## config.mk

```make
export PLATFORM = sky130hd
export DESIGN_NAME = pipe_addsub
export DESIGN_NICKNAME = d
export VERILOG_FILES = /design/src/rtl/pipe_addsub.sv
export SDC_FILE = /design/constraint.sdc
export NUM_CORES = 1
export LEC_CHECK = 0
export CORE_MARGIN = 4
export CORE_UTILIZATION = 41
export DETAILED_ROUTE_END_ITERATION = 10
export GPL_TIMING_DRIVEN = 1
export PLACE_DENSITY = 0.75
export SLEW_MARGIN = 20
export SYNTH_ARGS = -nofsm -noshare
export SYNTH_HDL_FRONTEND = slang
export SYNTH_SLANG_ARGS = --single-unit
```

## constraint.sdc

```tcl
create_clock -name clk -period 4.4 [get_ports clk]
set_input_delay 0.44 -clock clk [delete_from_list [all_inputs] [get_ports clk]]
set_output_delay 0.44 -clock clk [all_outputs]
set_load 0.05 [all_outputs]
```

## src/rtl/pipe_addsub.sv

```systemverilog
// pipe_addsub: STAGES-deep chunked ripple adder/subtractor; define PIPE_ADDSUB_SAT_EN for saturating sum
module pipe_addsub #(
  parameter int WIDTH  = 16,
  parameter int STAGES = 4
) (
  input  logic             clk,
  input  logic             reset_n,
  input  logic             in_valid,
  input  logic             sub,
  input  logic [WIDTH-1:0] a,
  input  logic [WIDTH-1:0] b,
  input  logic             stall,
  output logic             out_valid,
  output logic [WIDTH-1:0] sum,
  output logic             cout,
  output logic             ovf
);
  localparam int CHUNK = WIDTH / STAGES;
  localparam int L     = STAGES - 1;
  for (genvar k = 0; k < STAGES; k++) begin : g_st
    localparam int RW = WIDTH - k * CHUNK;
    logic [RW-1:0]            a_i, b_i;
    logic [(k+1)*CHUNK-1:0]   s_nx, s_r;
    logic [CHUNK:0]           add;
    logic                     c_i, v_i, c_r, v_r;
    assign add = {1'b0, a_i[CHUNK-1:0]} + {1'b0, b_i[CHUNK-1:0]} + {{CHUNK{1'b0}}, c_i};
    if (k == 0) begin : g_in
      assign a_i  = a;
      assign b_i  = b ^ {WIDTH{sub}};
      assign c_i  = sub;
      assign v_i  = in_valid;
      assign s_nx = add[CHUNK-1:0];
    end else begin : g_mid
      assign a_i  = g_st[k-1].g_op.a_r;
      assign b_i  = g_st[k-1].g_op.b_r;
      assign c_i  = g_st[k-1].c_r;
      assign v_i  = g_st[k-1].v_r;
      assign s_nx = {add[CHUNK-1:0], g_st[k-1].s_r};
    end
    if (k < L) begin : g_op
      // skew registers keep only the operand slices later stages still need
      logic [RW-CHUNK-1:0] a_r, b_r;
      always_ff @(posedge clk)
        if (!stall) begin
          a_r <= a_i[RW-1:CHUNK];
          b_r <= b_i[RW-1:CHUNK];
        end
    end
    always_ff @(posedge clk or negedge reset_n)
      if (!reset_n) begin
        v_r <= 1'b0;
        c_r <= 1'b0;
        s_r <= '0;
      end else if (!stall) begin
        v_r <= v_i;
        c_r <= add[CHUNK];
        s_r <= s_nx;
      end
  end
  logic             cmsb, ovf_r;
  logic [WIDTH-1:0] res;
  // carry into the MSB recovered from the MSB sum bit: c = a ^ b ^ s
  assign cmsb = g_st[L].a_i[CHUNK-1] ^ g_st[L].b_i[CHUNK-1] ^ g_st[L].add[CHUNK-1];
  always_ff @(posedge clk or negedge reset_n)
    if (!reset_n) ovf_r <= 1'b0;
    else if (!stall) ovf_r <= cmsb ^ g_st[L].add[CHUNK];
  assign res       = g_st[L].s_r;
  assign out_valid = g_st[L].v_r;
  assign cout      = g_st[L].c_r;
  assign ovf       = ovf_r;
`ifdef PIPE_ADDSUB_SAT_EN
  assign sum = ovf_r ? {~res[WIDTH-1], {(WIDTH-1){res[WIDTH-1]}}} : res;
`else
  assign sum = res;
`endif
endmodule
```

# ---- Yosys cells after proc, flatten, opt, wreduce, memory -nomap -nowiden
# Cells that the tools add are included.
# Widths: inputs -> output; s select.
dict set report totals {
  input_bits 37
  reg_bits 97
  word_cells 31
  out_inout_bits 19
}
dict set report op_classes {
  addsub 8
  bitwise_logic 4
}
# operator n
set op_table {}
lappend op_table {{$add 4x4->5} 4}
lappend op_table {{$add 5x1->5} 4}
lappend op_table {{$xor 16x16->16} 1}
lappend op_table {{$xor 1x1->1} 3}

# ---- Longest topological paths before layout
# Gate-level depths: netlist of run 1.
dict set report logic_depth {
  depth_word 4
  depth_mapped 8
  depth_no_buf 6
}

# ---- Worst setup path before layout of run 1
# OpenSTA, ideal clock, no wires.
dict set report synth_path {
  path_kind {input port to flip-flop}
  startpoint {input port sub}
  endpoint {register g_st[0].s_r[3]}
  path_slack_ps 2329
  stages 8
  path_buffers 2
  required_ps 4273
  setup_time_ps 127
  t_arrival_ps 1943
  cell_sequence {buf_6 -> buf_2 -> xor2_1 -> ha_1 -> a21o_1 -> a31oi_4 -> xnor2_1 -> mux2_4}
}
dict set report synth_between {
  elab_chain_cells 3
}
# element line
set synth_lines {}
lappend synth_lines {{start, declared} 9} ;# input logic sub,
lappend synth_lines {{$xor 16x16->16} 29} ;# assign b_i = b ^ {WIDTH{sub}};
lappend synth_lines {{$add 4x4->5} 26} ;# assign add = {1'b0, a_i[CHUNK-1:0]} + {1'b0, b_i[CHUNK-1:0]} + {{CHUNK{1'b0}}, c_i};
lappend synth_lines {{$add 5x1->5 (*)} 26}
lappend synth_lines {{end signal, assigned} 57} ;# s_r <= s_nx;
lappend synth_lines {{end, declared} 23} ;# logic [(k+1)*CHUNK-1:0] s_nx, s_r;
# Mark *: on every way between the ends. The rest lies on a longest branch, timed or not.
# A chain may end at the register's enable or synchronous reset.

# ---- Final worst setup path of run 1
# Same ends and word-level chain as after synthesis.

==> impl_results.md, run 1 <==
* Final Cycle Share at 58.0%
* Fin Hold WS at 0.0928 ns
* Post_cts resized at 0
* Top Ports at 56
* Simple-gate share of the synthesized area at 1.32%
* # rows at 35
* Synthesized Nets at 290
* RSZ-0062 raised after global routing: false
* Drt first-iter violations at 76
* Synth top area cells: edfxtp_1 (37%), dfrtp_1 (31%), mux2_2 (9.8%), xor2_1 (4.3%), ha_1 (3.9%)
* Seq/Total Area, Yosys at 68.4%
* Nets at 348
* Starting Density at 42.2%
* Area leader, netlist: edfxtp_1
* PortBufs at 55
* CTS Buf Count at 9
* Die Y at 106 um
* Slowest CP cell: clkdlybuf4s50_1
* Cell chain of the critical path: clkdlybuf4s50_1, xor2_1, ha_1, a21o_1, a31oi_4, xnor2_1, mux2_4
* Area delta synth->final at 21.8%
* Delay-heaviest family, CP: buffers and inverters
* Clock Skew at 0.0114 ns
* # clock sinks at 97
* DR vias/cell at 4.50
* Clock-pin slew on the worst setup and hold paths at 0.10 ns
* Clock Path Buffers at 2
* Ys async rst share at 50.5%
* Layout fillers at 780
* Final setup viols at 0
* Number of remaining DRC errors at 0
* Crit path max fanout at 16
* Critical setup path kind: in2reg
* Total Neg Setup Slack at 0 ns
* Die area at 11100 um^2
* Startpoint types: input pin
* ANT cells at 0
* Worst Path Arrival at 2.78 ns
* Layout Cells excl Fill at 426
* GRT Total Usage at 10.8%
* Count leader, synth: dfrtp_1
* Max-slew violation count at 0
* Synth Instances at 234
* DP Cell Count at 410
* Via count at 1915
* Clk root buf: clkbuf_8
* Clk_lat worst skew at 0.35 ns
* XOR/XNOR share of the synthesized area at 5.62%
* CTS HTree Levels at 3
* Status: completed
* Max-Cap Viols at 0
* Fraction of layout cells with a size suffix above 1 at 19.2%
* Synth cell types at 21
* Fmax at 0.392 GHz
* Remaining global-route overflow at 0
* Vias in the first global route at 2040
* CP peak stage delay at 0.85 ns
* Routed wire length at 5730 um
* Initial antenna violation count at 0
* CTS tree: yes
* Worst Max-Slew Pin Slew at 1.08 ns
* Gpl congestion at 0.710
* Post CTS Setup Buffer Count at 0
* Slew margin rel. at 27.7%
* Final hold vios at 0
* Die Wd at 106 um
* Largest net degree at the start of global routing at 60
* HP Class: in2async
* Main combinational cell family by area after synthesis: multiplexers
* Post-synth top area share at 37.0%
* Post-synthesis mux area share at 10.6%
* Post-cts hold buffer count at 0
* Compound-cell area share of the yosys netlist at 4.82%
* Period minus WS final at 2.55 ns
* Synth Flop Type: dfrtp_1
* Max IR drop VDD at 0.000227 V
* Yosys reg bits at 97
* EDFF count, synth at 48
* First-pass GRT wire length at 9630 um
* Syn avg cell area at 16.7 um^2
* P_leak at 1.91 nW
* Buf/Inv on CP at 1
* Synth top cells by count: dfrtp_1 (49), edfxtp_1 (48), mux2_2 (34), xor2_1 (19), ha_1 (12)
* CP Capture Type: flip-flop
* DP HPWL at 4040 um
* DR WL/cell at 13.4 um
* Yosys warning total at 0
* WP data required at 4.63 ns
* Core Region at 9240 um^2
* Pre-antenna DRT Iters at 4
* Post-Synth Adder-Cell Area at 7.45%
* Power per Cell Area at 497 nW/um^2
* Synthesized area at 3900 um^2
* ANT nets after route at 0
## stage by stage
stage | power, mW | utilization [%] | setup slack [ns] | area (um^2)
floorplan | 1.63 | - | 2.33 | 3900
global placement | 1.83 | 49.4 | 1.58 | 4560
detailed placement | 1.86 | 49.4 | 1.47 | 4560
CTS | 2.39 | 51.3 | 1.83 | 4740
global route | 2.48 | 51.4 | 1.74 | 4750
finish | 2.36 | 51.4 | 1.85 | 4750
## per-layer routing
layer	vias to the layer above	routed length, um	global-route usage, %
li1	945	-	-
met5	-	0	0
met2	36	2750	17.4
met1	929	2690	14.1
met4	0	90	5.00
met3	5	197	2.33
## placed cells by master, fill, tap and decap left out
master / netlist / final
fa_1: 7 / 7
a31oi_4: 1 / 1
inv_1: 6 / 5
inv_2: 0 / 1
buf_4: 0 / 2
o21ai_0: 11 / 11
xnor2_1: 6 / 6
mux2_4: 2 / 2
a21oi_1: 7 / 7
edfxtp_1: 48 / 48
a21o_1: 7 / 7
a211oi_1: 2 / 2
clkbuf_8: 0 / 10
nand2_1: 10 / 10
mux2_2: 34 / 34
buf_2: 4 / 1
nor2b_1: 1 / 1
inv_4: 0 / 1
clkdlybuf4s50_1: 0 / 53
nor2_1: 2 / 2
xor2_1: 19 / 19
dfrtp_1: 49 / 49
inv_6: 0 / 4
a2bb2oi_1: 1 / 1
ha_1: 12 / 12
clkinv_2: 0 / 1
## path summary, 6_finish.rpt
check | from | to | slack, ns | cells after the start
min in group clk | g_st[0].g_op.b_r[9]$_DFFE_PN_ | g_st[1].g_op.b_r[5]$_DFFE_PN_ | 0.42 | 0
max in group asynchronous | reset_n | sum[11]$_DFFE_PN0N_ | 3.91 | 1
worst min-delay path | reset_n | g_st[1].s_r[2]$_DFFE_PN0N_ | 0.09 | 1
worst max-delay path | sub | g_st[0].s_r[3]$_DFFE_PN0N_ | 1.85 | 7
worst min register to register | g_st[0].g_op.b_r[9]$_DFFE_PN_ | g_st[1].g_op.b_r[5]$_DFFE_PN_ | 0.42 | 0
worst max register to register | g_st[2].c_r$_DFFE_PN0N_ | ovf$_DFFE_PN0N_ | 2.34 | 6
## logic make-up after synthesis
kind of cell               Yosys count
DFF                                 97
muxes                               36
AOI/OAI and AO/OA                   29
xor gates and xnor gates            25
adders and majority gates           19
buffers and inverters               15
and+or+nand+nor                     13
## final cells by class
type	instances	area (um^2)	area share (%)
repair buffers	56	551	11.6
flip-flops and latches	97	2670	56.2
multi-input cells	122	1160	24.5
well taps	129	161	3.40
clock inverters	6	46.3	0.975
inverters	6	22.5	0.474
clock buffers	10	138	2.90
## worst reg2reg max path, delay by kind of cell, from the launching register on
kind	cells	cell delay [ns]
AO/OA/AOI/OAI	3	0.49
adder cells (fa/ha/maj)	2	0.89
XOR/XNOR	1	0.14
flip-flops	1	0.42
## flip-flops by register name, summed over array words and instances, names as in the netlist
signal and flops:
g_st.c_r 3, g_st.g_op.a_r 24, sum 16, g_st.g_op.b_r 24, out_valid 1, cout 1
g_st.s_r 24, ovf 1, g_st.v_r 3
## report_power, final
group	internal [mW]	switching (mW)
Combinational	0.268	0.350
Clock	0.229	0.302
Sequential	1.13	0.0805
Power figures use the tool's default switching activity.
==> run 2: changes to the inputs <==
==> constraint.sdc (replaced) <==
create_clock -name clk -period 2.6 [get_ports clk]
set_input_delay 0.26 -clock clk [delete_from_list [all_inputs] [get_ports clk]]
set_output_delay 0.26 -clock clk [all_outputs]
set_load 0.05 [all_outputs]
==> impl_results.md, run 2 (synthesis results as in run 1) <==
* Status: completed (unchanged)
* # rows at 35 (unchanged)
* Buf/Inv on CP at 0 (was 1)
* Remaining global-route overflow at 0 (unchanged)
* Core Region at 9240 um^2 (unchanged)
* Fin Hold WS at 0.368 ns (was 0.0928 ns)
* Vias in the first global route at 1997 (was 2040)
* CTS Buf Count at 9 (unchanged)
* Critical setup path kind: reg2reg (was in2reg)
* CTS HTree Levels at 3 (unchanged)
* Reg2reg path depth at 6 (unchanged)
* Crit path max fanout at 2 (was 16)
* Delay-heaviest family, CP: adder cells (was buffers and inverters)
* Clock Path Buffers at 2 (unchanged)
* Layout Cells excl Fill at 429 (was 426)
* # clock sinks at 97 (unchanged)
* Initial antenna violation count at 0 (unchanged)
* Final Cycle Share at 77.7%
* Setup slack, reg-to-reg at 0.58 ns (was 2.34 ns)
* RSZ-0062 raised after global routing: false (unchanged)
* CP peak stage delay at 0.46 ns (was 0.85 ns)
* Largest registers: g_st.g_op.a_r x24, g_st.g_op.b_r x24, g_st.s_r x24 (unchanged)
* Post-cts hold buffer count at 0 (unchanged)
* Most common library cell in the layout ignoring fill and taps: clkdlybuf4s50_1 (unchanged)
* WP data required at 2.83 ns (was 4.63 ns)
* Die Y at 106 um (unchanged)
* Fmax at 0.495 GHz
* Max-Cap Viols at 0 (unchanged)
* Hold depth at 3
* Cell chain of the critical path: fa_1, fa_1, a21o_1, a21oi_1, xnor2_1, o21ai_0 (was clkdlybuf4s50_1, xor2_1, ha_1, a21o_1, a31oi_4, xnor2_1, mux2_4)
* Slew margin rel. at 60.2% (was 27.7%)
* DR WL/cell at 13.3 um (was 13.4 um)
* Final Worst Setup Slack at 0.581 ns (was 1.85 ns)
* First-pass GRT wire length at 9750 um (was 9630 um)
* Nets at 351 (was 348)
* Area delta synth->final at 23.5% (was 21.8%)
* Most numerous cell on the critical path: fa_1
* Min-Delay Endpoint: g_st[0].s_r[2]$_DFFE_PN0N_
* Total Neg Setup Slack at 0 ns (unchanged)
* Die area at 11100 um^2 (unchanged)
* Final hold vios at 0 (unchanged)
* DP Cell Count at 412 (was 410)
* Final setup viols at 0 (unchanged)
* Worst slack at placement at 0.357 ns (was 1.47 ns)
* Power per Cell Area at 844 nW/um^2 (was 497 nW/um^2)
* Starting Density at 42.2% (unchanged)
* Drt first-iter violations at 58 (was 76)
* PnR Total Power at 4.06 mW (was 2.36 mW)
* Post CTS Setup Buffer Count at 0 (unchanged)
* HP Class: in2reg (was in2async)
* Top Ports at 56 (unchanged)
* Clock Skew at 0.0103 ns (was 0.0114 ns)
* DP HPWL at 4210 um (was 4040 um)
* Max-slew violation count at 0 (unchanged)
* Gpl congestion at 0.656 (was 0.710)
* Via count at 1961 (was 1915)
* Largest net degree at the start of global routing at 50 (was 60)
* Clock-pin slew on the worst setup and hold paths at 0.09 ns (was 0.10 ns)
* Most frequent cells in the layout: clkdlybuf4s50_1 (53), dfrtp_1 (49), edfxtp_1 (48) (unchanged)
* Worst Max-Slew Pin Slew at 0.597 ns (was 1.08 ns)
* Fin area at 4810 um^2 (was 4750 um^2)
* PortBufs at 55 (unchanged)
* Max IR drop VDD at 0.000433 V (was 0.000227 V)
* Placed inst area at 4600 um^2 (was 4560 um^2)
* Reg2Reg Launch Point: g_st[2].c_r$_DFFE_PN0N_ (unchanged)
* ANT nets after route at 0 (unchanged)
* Final core utilization at 52.1% (was 51.4%)
* GRT Total Usage at 11.3% (was 10.8%)
* Layout fillers at 759 (was 780)
* HP Start: stall
* CP Capture Type: flip-flop (unchanged)
* Clk_lat worst skew at 0.35 ns (about the same)
* P_leak at 1.93 nW (was 1.91 nW)
* Fraction of layout cells with a size suffix above 1 at 19.3% (was 19.2%)
* Period minus WS final at 2.02 ns
* Number of remaining DRC errors at 0 (unchanged)
* Startpoint types: flip-flop (was input pin)
* Pre-antenna DRT Iters at 3 (was 4)
* Routed wire length at 5730 um (unchanged)
* Post_cts resized at 0 (unchanged)
* Die Wd at 106 um (unchanged)
* Worst Path Arrival at 2.25 ns (was 2.78 ns)
* Clk root buf: clkbuf_8 (unchanged)
* CTS tree: yes (unchanged)
* DR vias/cell at 4.57 (was 4.50)
* ANT cells at 0 (unchanged)
* R2R Path End: ovf$_DFFE_PN0N_ (unchanged)
* Slowest CP cell: fa_1 (was clkdlybuf4s50_1)
[run 2: changes by cell type in the layout (fill, tap and decap cells not counted), sizes merged]
cell / before / now
dlygate4sd3: 0 / 1
inv: 11 / 9
buf: 3 / 5
clkbuf: 10 / 9
bufinv: 0 / 1
clkinvlp: 0 / 2
[run 2: power by group]
part	total [mW]	switching, mW	internal (mW)
logic	1.05	0.595	0.459
clock network	0.962	0.511	0.451
registers	2.05	0.134	1.91
total	4.06	1.24	2.82
[run 2: layout make-up]
type / instances / area, um^2 / share of cell area (%)
multi-input combinational: 122 / 1160 / 24.1
clock inverter: 7 / 75.1 / 1.56
tap: 129 / 161 / 3.35
inverter: 6 / 22.5 / 0.468
clock buffer: 9 / 124 / 2.57
timing repair buffer: 59 / 601 / 12.5
sequential: 97 / 2670 / 55.4
[run 2: how the worst max path moves through the flow]
stage                                       to  slack (ns)  cells past startpoint                    start
finish                         ovf$_DFFE_PN0N_        0.58                      6  g_st[2].c_r$_DFFE_PN0N_
global route                   ovf$_DFFE_PN0N_        0.42                      6  g_st[2].c_r$_DFFE_PN0N_
CTS                            ovf$_DFFE_PN0N_        0.55                      6  g_st[2].c_r$_DFFE_PN0N_
detailed placement  g_st[0].s_r[3]$_DFFE_PN0N_        0.36                      7                      sub
global placement    g_st[0].s_r[3]$_DFFE_PN0N_        0.46                      7                      sub
floorplan                      ovf$_DFFE_PN0N_        0.66                      6  g_st[2].c_r$_DFFE_PN0N_
[run 2: worst min-delay path: stages]
cell and delay (ns):
buf_2 0.24, nand2_1 0.11, o21ai_0 0.07
[run 2: metal layers]
| layer | part of all wire (%) | global-route usage, % | vias to the layer above |
|---|---|---|---|
| met5 | 0 | 0 | - |
| li1 | - | - | 953 |
| met1 | 46 | 14.9 | 959 |
| met3 | 3.7 | 3.00 | 11 |
| met2 | 48 | 17.3 | 38 |
| met4 | 2.2 | 5.27 | 0 |
